File: config.mk
export PLATFORM = sky130hd
export DESIGN_NAME = aclint_memory_flat
export DESIGN_NICKNAME = d
export VERILOG_FILES = /design/src/rtl/eei_pkg.sv /design/src/rtl/aclint_if.sv /design/src/rtl/aclint_memory.sv /design/src/flat_wrapper.sv
export SDC_FILE = /design/constraint.sdc
export NUM_CORES = 1
export LEC_CHECK = 0
export BUFFER_PORTS_ARGS = -buffer_cell sky130_fd_sc_hd__buf_4
export CAP_MARGIN = 25
export CELL_PAD_IN_SITES_DETAIL_PLACEMENT = 0
export CELL_PAD_IN_SITES_GLOBAL_PLACEMENT = 1
export CORE_MARGIN = 2
export CORE_UTILIZATION = 40
export DETAILED_ROUTE_END_ITERATION = 16
export PLACE_DENSITY_LB_ADDON = 0.05
export SLEW_MARGIN = 15
export SYNTH_ARGS = -nofsm -noshare
export SYNTH_HDL_FRONTEND = slang
export SYNTH_SLANG_ARGS = --single-unit
export TNS_END_PERCENT = 20
File: constraint.sdc
create_clock -name clk -period 7.06 [get_ports clk]
set_input_delay 1.412 -clock clk [delete_from_list [all_inputs] [get_ports clk]]
set_output_delay 1.412 -clock clk [all_outputs]
set_load 0.02 [all_outputs]
File: src/rtl/eei_pkg.sv
// Execution-environment definitions shared across the core: widths, memory map
// and the ACLINT register offsets.
package eei;

    localparam int unsigned XLEN = 64;

    typedef logic [XLEN-1:0] Addr;
    typedef logic [63:0]     UInt64;

    localparam Addr MMAP_ACLINT_BEGIN = 64'h0000_0000_0200_0000;

    localparam int unsigned ACLINT_OFFS_W = 16;

    localparam logic [ACLINT_OFFS_W-1:0] ACLINT_MSIP0_OFFSET     = 16'h0000;
    localparam logic [ACLINT_OFFS_W-1:0] ACLINT_MTIMECMP0_OFFSET = 16'h4000;
    localparam logic [ACLINT_OFFS_W-1:0] ACLINT_MTIME_OFFSET     = 16'hBFF8;

    typedef enum logic [1:0] {
        ACLINT_SEL_NONE,
        ACLINT_SEL_MSIP0,
        ACLINT_SEL_MTIMECMP0,
        ACLINT_SEL_MTIME
    } aclint_sel_e;

endpackage

File: src/rtl/aclint_if.sv
// Timer/software-interrupt side channel from the ACLINT to the CSR unit.
interface aclint_if;
    logic       msip;
    logic       mtip;
    eei::UInt64 mtime;

    modport master (output msip, output mtip, output mtime);
    modport slave  (input  msip, input  mtip, input  mtime);
endinterface

File: src/rtl/aclint_memory.sv
// Memory-mapped ACLINT: MSIP0, MTIMECMP0 and a prescaled 64-bit MTIME, with a
// single-cycle response bus and registered interrupt outputs.
module aclint_memory
    import eei::*;
#(
    parameter Addr         BASE_ADDR = MMAP_ACLINT_BEGIN,
    parameter int unsigned TICK_DIV  = 1
) (
    input  logic       clk,
    input  logic       rst,
    input  logic       membus_valid,
    output logic       membus_ready,
    input  Addr        membus_addr,
    input  logic       membus_wen,
    input  UInt64      membus_wdata,
    input  logic [7:0] membus_wmask,
    output logic       membus_rvalid,
    output UInt64      membus_rdata,
    aclint_if.master   aclint
);

    localparam int unsigned PRESC_W = (TICK_DIV > 1) ? $clog2(TICK_DIV) : 1;

    function automatic UInt64 merge_bytes(input UInt64 old_v, input UInt64 new_v,
                                          input logic [7:0] mask);
        UInt64 res;
        res = old_v;
        for (int i = 0; i < 8; i++) begin
            if (mask[i]) begin
                res[i*8 +: 8] = new_v[i*8 +: 8];
            end
        end
        return res;
    endfunction

    logic [PRESC_W-1:0] presc_q, presc_d;
    UInt64              mtime_q, mtime_d;
    UInt64              mtimecmp_q, mtimecmp_d;
    logic               msip_q, msip_d;
    logic               mtip_q, mtip_d;
    logic               rvalid_q, rvalid_d;
    UInt64              rdata_q, rdata_d;

    Addr         offset;
    aclint_sel_e sel;
    logic        accept;
    logic        tick;
    logic        unused_offs_lo;

    assign membus_ready   = rst;
    assign accept         = membus_valid && membus_ready;
    assign offset         = membus_addr - BASE_ADDR;
    assign unused_offs_lo = ^offset[2:0];
    assign tick           = (presc_q == PRESC_W'(TICK_DIV - 1));

    // Doubleword decode; anything outside the 64 KiB window is unmapped.
    always_comb begin
        sel = ACLINT_SEL_NONE;
        if (offset[XLEN-1:ACLINT_OFFS_W] == '0) begin
            if (offset[15:3] == ACLINT_MSIP0_OFFSET[15:3]) begin
                sel = ACLINT_SEL_MSIP0;
            end else if (offset[15:3] == ACLINT_MTIMECMP0_OFFSET[15:3]) begin
                sel = ACLINT_SEL_MTIMECMP0;
            end else if (offset[15:3] == ACLINT_MTIME_OFFSET[15:3]) begin
                sel = ACLINT_SEL_MTIME;
            end
        end
    end

    always_comb begin
        presc_d    = tick ? '0 : presc_q + PRESC_W'(1);
        mtime_d    = tick ? mtime_q + 64'd1 : mtime_q;
        mtimecmp_d = mtimecmp_q;
        msip_d     = msip_q;
        rvalid_d   = accept;
        rdata_d    = '0;

        if (accept && membus_wen) begin
            unique case (sel)
                ACLINT_SEL_MSIP0: begin
                    if (membus_wmask[0]) msip_d = membus_wdata[0];
                end
                ACLINT_SEL_MTIMECMP0: begin
                    mtimecmp_d = merge_bytes(mtimecmp_q, membus_wdata, membus_wmask);
                end
                // Bus write beats the tick; untouched bytes keep the pre-increment value.
                ACLINT_SEL_MTIME: begin
                    mtime_d = merge_bytes(mtime_q, membus_wdata, membus_wmask);
                    presc_d = '0;
                end
                default: ;
            endcase
        end else if (accept) begin
            unique case (sel)
                ACLINT_SEL_MSIP0:     rdata_d = UInt64'(msip_q);
                ACLINT_SEL_MTIMECMP0: rdata_d = mtimecmp_q;
                ACLINT_SEL_MTIME:     rdata_d = mtime_q;
                default:              rdata_d = '0;
            endcase
        end

        mtip_d = (mtime_d >= mtimecmp_d);
    end

    always_ff @(posedge clk) begin
        if (!rst) begin
            presc_q    <= '0;
            mtime_q    <= '0;
            mtimecmp_q <= '1;
            msip_q     <= 1'b0;
            mtip_q     <= 1'b0;
            rvalid_q   <= 1'b0;
            rdata_q    <= '0;
        end else begin
            presc_q    <= presc_d;
            mtime_q    <= mtime_d;
            mtimecmp_q <= mtimecmp_d;
            msip_q     <= msip_d;
            mtip_q     <= mtip_d;
            rvalid_q   <= rvalid_d;
            rdata_q    <= rdata_d;
        end
    end

    assign membus_rvalid = rvalid_q;
    assign membus_rdata  = rdata_q;
    assign aclint.msip   = msip_q;
    assign aclint.mtip   = mtip_q;
    assign aclint.mtime  = mtime_q;

endmodule

File: src/flat_wrapper.sv
// flat-port wrapper written by rule: the top's interface ports become plain ports
module aclint_memory_flat import eei::*;
#(
    parameter Addr         BASE_ADDR = MMAP_ACLINT_BEGIN,
    parameter int unsigned TICK_DIV  = 1
)
  (clk, rst, membus_valid, membus_ready, membus_addr, membus_wen, membus_wdata, membus_wmask, membus_rvalid, membus_rdata, aclint_msip, aclint_mtip, aclint_mtime);
  aclint_if aclint_i ();
  input  logic clk;
  input  logic rst;
  input  logic membus_valid;
  output logic membus_ready;
  input  Addr membus_addr;
  input  logic membus_wen;
  input  UInt64 membus_wdata;
  input  logic [7:0] membus_wmask;
  output logic membus_rvalid;
  output UInt64 membus_rdata;
  output wire logic [$bits(aclint_i.msip)-1:0] aclint_msip;
  output wire logic [$bits(aclint_i.mtip)-1:0] aclint_mtip;
  output wire logic [$bits(aclint_i.mtime)-1:0] aclint_mtime;
  assign aclint_msip = aclint_i.msip;
  assign aclint_mtip = aclint_i.mtip;
  assign aclint_mtime = aclint_i.mtime;
  aclint_memory #(.BASE_ADDR(BASE_ADDR), .TICK_DIV(TICK_DIV)) u_core (.clk(clk), .rst(rst), .membus_valid(membus_valid), .membus_ready(membus_ready), .membus_addr(membus_addr), .membus_wen(membus_wen), .membus_wdata(membus_wdata), .membus_wmask(membus_wmask), .membus_rvalid(membus_rvalid), .membus_rdata(membus_rdata), .aclint(aclint_i));
endmodule
==> results of run 1 <==
==> where the power goes <==
part           total (W)  switching (W)  internal, W
Clock           0.000951       0.000481     0.000469
Combinational   0.000139      0.0000706    0.0000687
Sequential       0.00110     0.00000286      0.00110
==> Yosys cell counts, drive strengths merged, types with 11 or more instances <==
library cell,count,area share (%)
buf,17,0.80
nor4,35,2.5
nand2b,13,0.74
ha,66,7.5
dfxtp,195,36
nor3,28,1.4
o211a,15,1.4
clkbuf,46,1.6
o21ai,37,1.7
nand3,34,1.5
nand2,147,5.3
a22oi,63,4.3
a21o,11,0.75
nor2,130,4.4
and3,30,1.7
a31oi,17,0.97
and2,28,1.6
a211oi,14,0.96
nand4,31,1.8
nor2b,14,0.80
inv,21,0.72
mux2i,77,7.0
a21oi,45,2.1
==> worst register-to-register path, stage by stage (launching register included) <==
cell and delay [ns]:
sky130_fd_sc_hd__dfxtp_1 0.49, sky130_fd_sc_hd__ha_1 0.28, sky130_fd_sc_hd__and4_1 0.29, sky130_fd_sc_hd__nand4_1 0.35
sky130_fd_sc_hd__nor2_1 0.62, sky130_fd_sc_hd__and3_1 0.44, sky130_fd_sc_hd__and2_1 0.39, sky130_fd_sc_hd__nand2_1 0.15
sky130_fd_sc_hd__o32ai_1 0.36, sky130_fd_sc_hd__nor2_1 0.09, sky130_fd_sc_hd__ha_1 0.19, sky130_fd_sc_hd__a21o_1 0.16
sky130_fd_sc_hd__a21oi_1 0.14, sky130_fd_sc_hd__nor2b_1 0.05, sky130_fd_sc_hd__o21ai_0 0.13, sky130_fd_sc_hd__nand2b_1 0.07
sky130_fd_sc_hd__a21oi_1 0.19, sky130_fd_sc_hd__o21ai_0 0.18, sky130_fd_sc_hd__a211oi_1 0.29, sky130_fd_sc_hd__a211oi_1 0.11
==> kinds of logic after synthesis <==
family / after synthesis / synth area share (%)
AO/OA/AOI/OAI: 308 / 20.5
XOR/XNOR: 8 / 0.638
adder cells (fa/ha/maj): 66 / 7.52
buffers and inverters: 84 / 3.10
flip-flops: 195 / 35.5
multiplexers: 86 / 7.94
AND/OR/NAND/NOR: 532 / 24.7
==> metrics by stage <==
stage | hold slack [ns] | util [%]
after floorplan | 0.465 | -
after global placement | 0.477 | 49.7
after detailed placement | 0.482 | 49.7
after CTS | 0.497 | 51.8
after global routing | 0.535 | 51.8
final | 0.497 | 51.8
==> sequential cells by signal (all words and copies together) (netlist names) <==
signal                count
u_core.membus_rvalid      1
u_core.membus_rdata      64
u_core.aclint.mtime      64
u_core.aclint.msip        1
u_core.aclint.mtip        1
u_core.mtimecmp_q        64
==> area by class of cell <==
class	count	share of cell area, %
clock buffer	17	3.05
sequential	195	28.0
inverter	21	0.565
timing repair buffer	294	15.9
tap	341	3.06
multi-input combinational	1000	48.5
antenna	1	0.0179
clock inverter	13	0.995
==> layer usage <==
layer  routed length [um]  track usage (%)
met1                16900             34.0
met2                16700             41.3
met3                 2420             4.90
met4                  487             5.13
met5                    0                0
==> repair_timing <==
action,CTS,global route
gates resized for setup,0,1
hold buffers,0,0
setup endpoints to repair,0,1
==> how the worst min path moves through the flow <==
stage / to / slack [ns] / depth (start not counted)
finish: u_core.membus_rdata[4] / 0.50 / 2
global route: u_core.membus_rdata[47] / 0.54 / 2
CTS: u_core.membus_rdata[31] / 0.50 / 2
detailed placement: u_core.membus_rdata[40] / 0.48 / 2
global placement: u_core.membus_rdata[38] / 0.48 / 2
floorplan: u_core.membus_rdata[10] / 0.47 / 2
==> impl_metrics.json, run 1 <==
{
  "p_per_area_nw_per_um2": 157,
  "drt-wirelength-per-cell_um": 19.4,
  "setup_ws_ns": 0.615,
  "final_nets": 1735,
  "finish.instance_area_um2": 14000,
  "grtUsageTotal_pct": 25.0,
  "setup.worst_path.start": "membus_addr[25]",
  "timing.hold.worst.start": "u_core.mtimecmp_q[4]",
  "syn_inst": 1279,
  "fmax_mhz": 155,
  "crit-reg2reg-capture": "u_core.aclint.mtip",
  "fin_crit_ns": 6.44,
  "first_global_vias": 10500,
  "reg2regPathDepth": 19,
  "grt_remaining_overflow": 0,
  "post_layout_total_power_w": 0.00219,
  "worst_ir_drop_vdd_v": 0.000117,
  "final_cells": 1882,
  "cts-root-to-sink-buffers": 2,
  "cts-buffers-inserted": 17,
  "sequential_cell_area_fraction_in_the_yosys_report_pct": 35.5,
  "share_of_cells_above_drive_strength_1_pct": 23.9,
  "finalClockSkew_ns": 0.0180,
  "routabilityCongestion": 0.813,
  "final.fill_count": 2684,
  "critical_path_cell_count": 21,
  "setup_total_negative_slack_ns": 0,
  "clk-insertion-delay-late_ns": 0.44,
  "clock_tree.root_cell": "sky130_fd_sc_hd__clkbuf_16",
  "yosysUniqueCellTypes": 71,
  "period_share_pct": 91.3,
  "postRouteWirelength_mm": 36.5,
  "finalMaxSlewViolations": 0,
  "cts_setup_buffers": 0,
  "die_h_um": 170,
  "syn_to_final_growth_pct": 27.1,
  "layout_common_cells": "293 x sky130_fd_sc_hd__buf_4, 195 x sky130_fd_sc_hd__dfxtp_1, 138 x sky130_fd_sc_hd__nand2_1",
  "finalHoldViolations": 0,
  "cp_max_fo": 8,
  "worstSetupPathType": "in2reg",
  "post_synthesis_net_count": 1485,
  "final_antenna_net_count": 0,
  "layout.cells.most_common": "sky130_fd_sc_hd__buf_4",
  "placed_instance_area_um2": 13400,
  "critical-path-top-delay-family": "simple AND/OR/NAND/NOR gates",
  "avg_cell_area_syn_um2": 8.59,
  "ys_async_sr_fraction_pct": 0,
  "clock_sinks": 195,
  "via_per_inst": 5.81,
  "syn_area_um2": 11000,
  "relSlewSlack_pct": 40.3,
  "maxCapViolations": 0,
  "detail_route.first_pass.iterations": 5,
  "initial_core_util_pct": 40.7,
  "synth_flop_cell": "sky130_fd_sc_hd__dfxtp_1",
  "cp_slowest_stage_delay_ns": 0.60,
  "path_clk_slew_ns": 0.07,
  "synth_seq_cells": 195,
  "design.core.area_um2": 27000,
  "cp_num_buf_inv": 2,
  "ff_latch_area_um2": 3900,
  "power.static_leakage_nw": 6.39,
  "initialDrtViolationCount": 707,
  "ioPinCount": 272,
  "critical_path_cell_with_the_highest_stage_delay": "sky130_fd_sc_hd__nor4_4",
  "number_of_enable_flip_flop_cells_after_synthesis": 0,
  "global_route_wire_length_before_repair_mm": 57.3,
  "yosysWarnings": 0,
  "placed_cells": 1851,
  "number_of_port_buffers": 268,
  "routed-via-count": 10900,
  "cp-end-kind": "flop",
  "worst_hold_check_path_type": "reg2reg",
  "timing.critical_path.cells": "buf_4, inv_1, ha_1, nor4b_1, nand4_1, o31a_1, nor4_1, nand4_1, nor4_4, nand2_2, mux2i_1, ha_1, nand4_1, or3_1, a2111oi_1, o31a_1, a311o_1, o311ai_0, nand4_1, nand2_1, a211oi_1",
  "drt_drc_violations_left": 0,
  "critical_path.most_common_cell": "sky130_fd_sc_hd__nand4_1",
  "grt_antenna_before_repair": 1,
  "crit-reg2reg-launch": "u_core.aclint.mtime[0]",
  "unrepaired_setup_endpoints_after_global_routing": "no",
  "die_width_um": 170,
  "crit_end": "u_core.aclint.mtip",
  "die_area_um2": 28800,
  "status": "completed",
  "dp_slack_ns": -0.00582,
  "tightest_slew_ns": 0.895,
  "timing.reg2reg.setup_slack_ns": 1.95,
  "grt_max_degree": 82,
  "rows": 60,
  "tritoncts": "built",
  "worst-endpoint-arrival_ns": 6.78,
  "finalSetupViolations": 0,
  "place.detailed.hpwl_mm": 27.2,
  "worst_ep_required_time_ns": 7.40,
  "multi_input_area_um2": 6770,
  "ctsHtreeMaxLevel": 4,
  "crit_path_start_kind": "input pin"
}
(Power assumes the default switching activity.)
==> run 2, diff against run 1 <==
- CORE_UTILIZATION: 40 -> 41
- CTS_BUF_LIST: not set -> sky130_fd_sc_hd__clkbuf_4 sky130_fd_sc_hd__clkbuf_8
- MAX_ROUTING_LAYER: not set -> met4
==> run 2 against run 1 <==
  * Non-clock buffer count is 1 lower
  * Sequential share of layout area is 0.40 points higher
  * Highest routed layer unchanged
  * Global-route usage is 0.93 points higher
  * Clock skew is 0.0081 ns higher
  * Worst setup slack better by 0.017 ns
  * Die area is 2.4% lower
  * Combinational power hardly changed
  * Via count is 0.67% lower
  * Worst hold slack better by 0.0048 ns
  * Count of clock-buffer cells in the layout is 1 higher
  * Register-to-register slack hardly changed
  * Fmax is 0.26% higher
==> impl_metrics.json, run 2 (same netlist as run 1, synthesis figures left out) <==
{
  "layout.cells.most_common": "sky130_fd_sc_hd__buf_4",
  "cts_setup_buffers": 0,
  "grt_remaining_overflow": 0,
  "crit-reg2reg-launch": "u_core.aclint.mtime[0]",
  "p_per_area_nw_per_um2": 143,
  "relSlewSlack_pct": 41.8,
  "unrepaired_setup_endpoints_after_global_routing": "no",
  "timing.reg2reg.setup_slack_ns": 1.94,
  "critical_path.most_common_cell": "sky130_fd_sc_hd__nand4_1",
  "holdBufCountCts": 0,
  "syn_to_final_growth_pct": 25.4,
  "ff_latch_area_um2": 3900,
  "routed-via-count": 10900,
  "global_route_wire_length_before_repair_mm": 56.8,
  "place.detailed.hpwl_mm": 26.9,
  "grt_max_degree": 77,
  "timing.hold.worst.start": "u_core.mtimecmp_q[28]",
  "crit_path_start_kind": "input pin",
  "maxCapViolations": 0,
  "die_area_um2": 28100,
  "final.fill_count": 2575,
  "tightest_slew_ns": 0.872,
  "clock_tree.root_cell": "sky130_fd_sc_hd__clkbuf_8",
  "cts-buffers-inserted": 17,
  "setup_total_negative_slack_ns": 0,
  "first_global_vias": 10400,
  "finalClockSkew_ns": 0.0262,
  "ioPinCount": 272,
  "fmax_mhz": 156,
  "post_cts_resize_count": 0,
  "cp_max_fo": 8,
  "crit-reg2reg-capture": "u_core.aclint.mtip",
  "fin_crit_ns": 6.43,
  "final_antenna_net_count": 0,
  "min_delay_path_depth": 2,
  "layout_common_cells": "292 x sky130_fd_sc_hd__buf_4, 195 x sky130_fd_sc_hd__dfxtp_1, 138 x sky130_fd_sc_hd__nand2_1",
  "number_of_port_buffers": 268,
  "cp-end-kind": "flop",
  "die_h_um": 168,
  "detail_route.first_pass.iterations": 5,
  "status": "completed",
  "critical-path-top-delay-family": "simple AND/OR/NAND/NOR gates",
  "min_to": "u_core.membus_rdata[28]",
  "grt_antenna_before_repair": 1,
  "busiest_layer": "met2",
  "grt.met1_usage_pct": 34.8,
  "worst-endpoint-arrival_ns": 6.82,
  "multi_input_area_um2": 6770,
  "worst_hold_check_path_type": "reg2reg",
  "worstSetupPathType": "in2reg",
  "worst_ep_required_time_ns": 7.45,
  "initial_core_util_pct": 41.9,
  "grtUsageTotal_pct": 25.9,
  "gr_met2_demand_resource_pct": 41.2,
  "cp_num_buf_inv": 2,
  "initialDrtViolationCount": 689,
  "share_of_cells_above_drive_strength_1_pct": 23.9,
  "via_per_inst": 5.79,
  "worst_ir_drop_vdd_v": 0.0000985,
  "drt_drc_violations_left": 0,
  "rows": 59,
  "finalHoldViolations": 0,
  "critical_path_cell_with_the_highest_stage_delay": "sky130_fd_sc_hd__nor4_4",
  "power.static_leakage_nw": 6.31,
  "path_clk_slew_ns": 0.11,
  "postRouteWirelength_mm": 35.9,
  "utilization_pct": 52.5,
  "clk-insertion-delay-late_ns": 0.48,
  "die_width_um": 168,
  "grtUsageMet3_pct": 3.95,
  "reg2regPathDepth": 19,
  "timing.critical_path.cells": "buf_4, inv_1, ha_1, nor4b_1, nand4_1, o31a_1, nor4_1, nand4_1, nor4_4, nand2_2, mux2i_1, ha_1, nand4_1, or3_1, a2111oi_0, o31a_1, a311o_1, o311ai_0, nand4_1, nand2_1, a211oi_1",
  "cp_slowest_stage_delay_ns": 0.61,
  "routabilityCongestion": 0.890,
  "finalSetupViolations": 0,
  "cts-root-to-sink-buffers": 2,
  "finalMaxSlewViolations": 0,
  "drt-wirelength-per-cell_um": 19.1,
  "ctsHtreeMaxLevel": 4,
  "period_share_pct": 91.0,
  "final_nets": 1734,
  "clock_sinks": 195,
  "design.core.area_um2": 26200,
  "tritoncts": "built"
}
## run 2: cell types whose count changed in the layout (fill, tap and decap cells not counted)
cell,previous run,this run
sky130_fd_sc_hd__clkbuf_16,17,0
sky130_fd_sc_hd__clkbuf_8,0,17
sky130_fd_sc_hd__a2111oi_0,1,2
sky130_fd_sc_hd__a2111oi_1,1,0
sky130_fd_sc_hd__buf_4,293,292
sky130_fd_sc_hd__clkbuf_4,0,1
sky130_fd_sc_hd__clkinv_4,4,3
sky130_fd_sc_hd__clkinv_8,2,3
sky130_fd_sc_hd__inv_6,3,4
sky130_fd_sc_hd__inv_8,4,3
## run 2: layout make-up
cell class              count  share of cell area [%]
diodes                      1                  0.0182
clock buffers              18                    1.75
clock inverters            13                    1.05
inverters                  21                   0.573
multi-input cells        1000                    49.1
flip-flops and latches    195                    28.4
well taps                 335                    3.04
repair buffers            293                    16.1
## run 2: worst register-to-register path, stage by stage, from the launching register on
cell and delay (ns):
sky130_fd_sc_hd__dfxtp_1 0.48, sky130_fd_sc_hd__ha_1 0.26, sky130_fd_sc_hd__and4_1 0.30, sky130_fd_sc_hd__nand4_1 0.34, sky130_fd_sc_hd__nor2_1 0.61, sky130_fd_sc_hd__and3_1 0.47, sky130_fd_sc_hd__and2_1 0.42, sky130_fd_sc_hd__nand2_1 0.16
sky130_fd_sc_hd__o32ai_1 0.38, sky130_fd_sc_hd__nor2_1 0.08, sky130_fd_sc_hd__ha_1 0.19, sky130_fd_sc_hd__a21o_1 0.17, sky130_fd_sc_hd__a21oi_1 0.14, sky130_fd_sc_hd__nor2b_1 0.05, sky130_fd_sc_hd__o21ai_0 0.16, sky130_fd_sc_hd__nand2b_1 0.09
sky130_fd_sc_hd__a21oi_1 0.16, sky130_fd_sc_hd__o21ai_0 0.17, sky130_fd_sc_hd__a211oi_1 0.29, sky130_fd_sc_hd__a211oi_1 0.11
## run 2: through the flow
stage / instances / worst slack (ns) / hold WS, ns / total power, W / instance area, um^2
after detailed placement: 1844 / 0.168 / 0.482 / 0.00127 / 13400
after CTS: 1875 / 0.662 / 0.508 / 0.00199 / 13800
final: 1876 / 0.632 / 0.502 / 0.00197 / 13800
after global routing: 1876 / 0.310 / 0.529 / 0.00205 / 13800
after global placement: 1844 / 0.210 / 0.476 / 0.00127 / 13400
after floorplan: 1279 / 0.939 / 0.465 / 0.00117 / 11000
## run 2: worst max-delay path by stage
| stage | start | endpoint | slack, ns | depth (start not counted) |
|---|---|---|---|---|
| 2_1_floorplan | membus_addr[25] | u_core.aclint.mtip | 0.94 | 24 |
| 3_3_place_gp | membus_addr[27] | u_core.aclint.mtip | 0.21 | 20 |
| 3_5_place_dp | membus_addr[25] | u_core.aclint.mtip | 0.17 | 21 |
| 4_1_cts | membus_addr[25] | u_core.aclint.mtip | 0.66 | 21 |
| 5_1_grt | membus_addr[41] | u_core.aclint.mtip | 0.31 | 20 |
| 6_report | membus_addr[25] | u_core.aclint.mtip | 0.63 | 21 |
## run 2: metal layers
layer	share of wire (%)	wire [um]
met5	0	0
met4	1.9	675
met3	5.0	1810
met2	45	16100
met1	48	17300
## run 2: power breakdown
group          internal (W)  switching (W)  total, W  leakage, nW
sequential          0.00110     0.00000290   0.00110         1.57
combinational     0.0000690      0.0000696  0.000139         4.54
clock              0.000268       0.000463  0.000731        0.196
total               0.00144       0.000536   0.00197         6.31
==> run 3, diff against run 2 <==
- ABC_AREA: not set -> 1
- CORE_UTILIZATION: 41 -> 40
==> run 3 against run 2 <==
  * Die area increased by 34%
  * Clock skew grew 0.0070 ns
  * Non-clock buffer count increased by 11
  * Worst setup slack improved by 0.43 ns
  * Utilization decreased by 4.1 points
  * Largest cell class unchanged
  * Highest routed layer unchanged
==> impl_metrics.json, run 3 <==
{
  "postRouteWirelength_mm": 55.9,
  "placed_cells": 2946,
  "final.fill_count": 3837,
  "period_share_pct": 84.9,
  "share_of_synthesized_cell_area_in_full_adder_half_adder_and_majority_cells_pct": 5.72,
  "ff_latch_area_um2": 3900,
  "number_of_enable_flip_flop_cells_after_synthesis": 0,
  "layout_common_cells": "632 x sky130_fd_sc_hd__nand2_1, 301 x sky130_fd_sc_hd__buf_4, 272 x sky130_fd_sc_hd__nor2_1",
  "grt_max_degree": 89,
  "ioPinCount": 272,
  "finalHoldViolations": 0,
  "synth_top_cell_by_area": "sky130_fd_sc_hd__dfxtp_1",
  "cts-buffers-inserted": 17,
  "post_synthesis_net_count": 2492,
  "unrepaired_setup_endpoints_after_global_routing": "no",
  "sequential_cell_area_fraction_in_the_yosys_report_pct": 27.1,
  "ctsHtreeMaxLevel": 4,
  "cts_setup_buffers": 0,
  "die_h_um": 194,
  "cp_num_buf_inv": 7,
  "initial_core_util_pct": 40.6,
  "routabilityCongestion": 0.903,
  "synth_flop_cell": "sky130_fd_sc_hd__dfxtp_1",
  "grtUsageTotal_pct": 30.2,
  "setup_total_negative_slack_ns": 0,
  "relSlewSlack_pct": 37.4,
  "place.detailed.hpwl_mm": 42.2,
  "yosysUniqueCellTypes": 49,
  "synth_top_family_by_area": "simple AND/OR/NAND/NOR gates",
  "status": "completed",
  "synth_seq_cells": 195,
  "finalClockSkew_ns": 0.0332,
  "cts-root-to-sink-buffers": 2,
  "final_cells": 2980,
  "layout.cells.most_common": "sky130_fd_sc_hd__nand2_1",
  "critical_path.most_common_cell": "sky130_fd_sc_hd__nand2_1",
  "worstSetupPathType": "in2reg",
  "avg_cell_area_syn_um2": 6.31,
  "yosysWarnings": 0,
  "finalMaxSlewViolations": 0,
  "drt-wirelength-per-cell_um": 18.7,
  "path_clk_slew_ns": 0.11,
  "tightest_slew_ns": 0.939,
  "syn_inst": 2286,
  "crit_path_start_kind": "input pin",
  "clock_tree.root_cell": "sky130_fd_sc_hd__clkbuf_8",
  "synth_most_common_cell": "sky130_fd_sc_hd__nand2_1",
  "fraction_of_synthesized_cell_area_taken_by_the_top_area_cell_type_pct": 27.1,
  "drt_drc_violations_left": 0,
  "cp_slowest_stage_delay_ns": 0.44,
  "syn_area_um2": 14400,
  "worst-endpoint-arrival_ns": 6.46,
  "synthXorXnorAreaFrac_pct": 4.36,
  "share_of_cells_above_drive_strength_1_pct": 16.3,
  "fin_crit_ns": 5.99,
  "clk-insertion-delay-late_ns": 0.54,
  "fraction_of_the_mapped_netlist_area_in_compound_gates_pct": 10.4,
  "clock_sinks": 195,
  "die_width_um": 194,
  "fmax_mhz": 167,
  "cp_max_fo": 26,
  "routed-via-count": 16000,
  "p_per_area_nw_per_um2": 124,
  "tritoncts": "built",
  "simple_gate_fraction_of_synth_area_pct": 42.3,
  "worst_hold_check_path_type": "reg2reg",
  "multi_input_area_um2": 9220,
  "worst_ep_required_time_ns": 7.53,
  "holdBufCountCts": 0,
  "final_antenna_net_count": 0,
  "initialDrtViolationCount": 1079,
  "grt_antenna_before_repair": 1,
  "critical-path-top-delay-family": "simple AND/OR/NAND/NOR gates",
  "cp-end-kind": "flop",
  "maxCapViolations": 0,
  "global_route_wire_length_before_repair_mm": 87.4,
  "detail_route.first_pass.iterations": 7,
  "final_nets": 2711,
  "design.core.area_um2": 35600,
  "syn_to_final_growth_pct": 19.5,
  "yosys-mux-area-fraction_pct": 1.04,
  "number_of_port_buffers": 268,
  "grt_remaining_overflow": 0,
  "via_per_inst": 5.38,
  "ys_async_sr_fraction_pct": 0,
  "rows": 69,
  "critical_path_cell_with_the_highest_stage_delay": "sky130_fd_sc_hd__nand3_2",
  "power.static_leakage_nw": 8.33,
  "die_area_um2": 37600,
  "first_global_vias": 15600,
  "worst_ir_drop_vdd_v": 0.000144,
  "finalSetupViolations": 0,
  "synthTopCellsByCount": "633 x sky130_fd_sc_hd__nand2_1, 273 x sky130_fd_sc_hd__nor2_1, 216 x sky130_fd_sc_hd__inv_1, 195 x sky130_fd_sc_hd__dfxtp_1, 177 x sky130_fd_sc_hd__nand3_1",
  "post_cts_resize_count": 0,
  "holdWs_ns": 0.479,
  "yosys-top-cells-area": "sky130_fd_sc_hd__dfxtp_1 27%, sky130_fd_sc_hd__nand2_1 16%, sky130_fd_sc_hd__nor2_1 7.1%"
}
-- run 3: cell types whose count changed after synthesis, moves of 53 or more --
| cell | change |
|---|---|
| sky130_fd_sc_hd__a21oi_1 | +53 |
| sky130_fd_sc_hd__a22oi_1 | -63 |
| sky130_fd_sc_hd__inv_1 | +195 |
| sky130_fd_sc_hd__mux2i_1 | -62 |
| sky130_fd_sc_hd__nand2_1 | +495 |
| sky130_fd_sc_hd__nand3_1 | +143 |
| sky130_fd_sc_hd__nand4_1 | +127 |
| sky130_fd_sc_hd__nor2_1 | +143 |
| sky130_fd_sc_hd__xor2_1 | +59 |
-- run 3: final timing paths --
kind | depth (start not counted) | slack, ns | startpoint | endpoint
setup / recovery | 30 | 1.07 | membus_addr[25] | u_core.aclint.mtip
hold / removal | 2 | 0.48 | u_core.mtimecmp_q[40] | u_core.membus_rdata[40]
setup reg to reg | 26 | 2.05 | u_core.aclint.mtime[1] | u_core.aclint.mtip
hold reg to reg | 2 | 0.48 | u_core.mtimecmp_q[40] | u_core.membus_rdata[40]
-- run 3: per-layer routing --
metal	wire length [um]	share of wire, %	vias up	GRT usage (%)
met3	3340	6.0	86	4.05
li1	-	-	7994	-
met4	1560	2.8	0	10.1
met1	25000	45	7409	39.0
met5	0	0	-	-
met2	26000	46	540	48.7
-- run 3: power breakdown --
group          internal (W)  total, W  switching [W]
Clock              0.000274  0.000748       0.000474
Combinational      0.000106  0.000269       0.000164
Sequential          0.00111   0.00112     0.00000820
Total               0.00149   0.00213       0.000646
-- run 3: final cells by class --
cell class	count	area share, %
diodes	1	0.0145
clock buffers	21	1.57
clock inverters	11	0.544
inverters	227	4.94
multi-input cells	1760	53.4
flip-flops and latches	195	22.6
well taps	461	3.35
repair buffers	304	13.5
-- run 3: kinds of logic after synthesis --
logic type | Yosys count
AO/OA/AOI/OAI | 242
flip-flops | 195
adder cells (fa/ha/maj) | 66
AND/OR/NAND/NOR | 1366
multiplexers | 15
XOR/XNOR | 71
buffers and inverters | 331
-- run 3: worst min-delay path: stages (launching register included) --
cell and delay, ns:
sky130_fd_sc_hd__dfxtp_1 0.32, sky130_fd_sc_hd__nand3_1 0.07, sky130_fd_sc_hd__a21oi_1 0.06
-- run 3: through the flow --
stage / total power [W] / area (um^2) / setup slack [ns] / util [%]
floorplan: 0.00128 / 14400 / 2.21 / -
global placement: 0.00141 / 16800 / 0.558 / 47.4
detailed placement: 0.00141 / 16800 / 0.585 / 47.4
CTS: 0.00215 / 17200 / 1.10 / 48.4
global route: 0.00221 / 17200 / 0.653 / 48.5
finish: 0.00213 / 17200 / 1.07 / 48.5
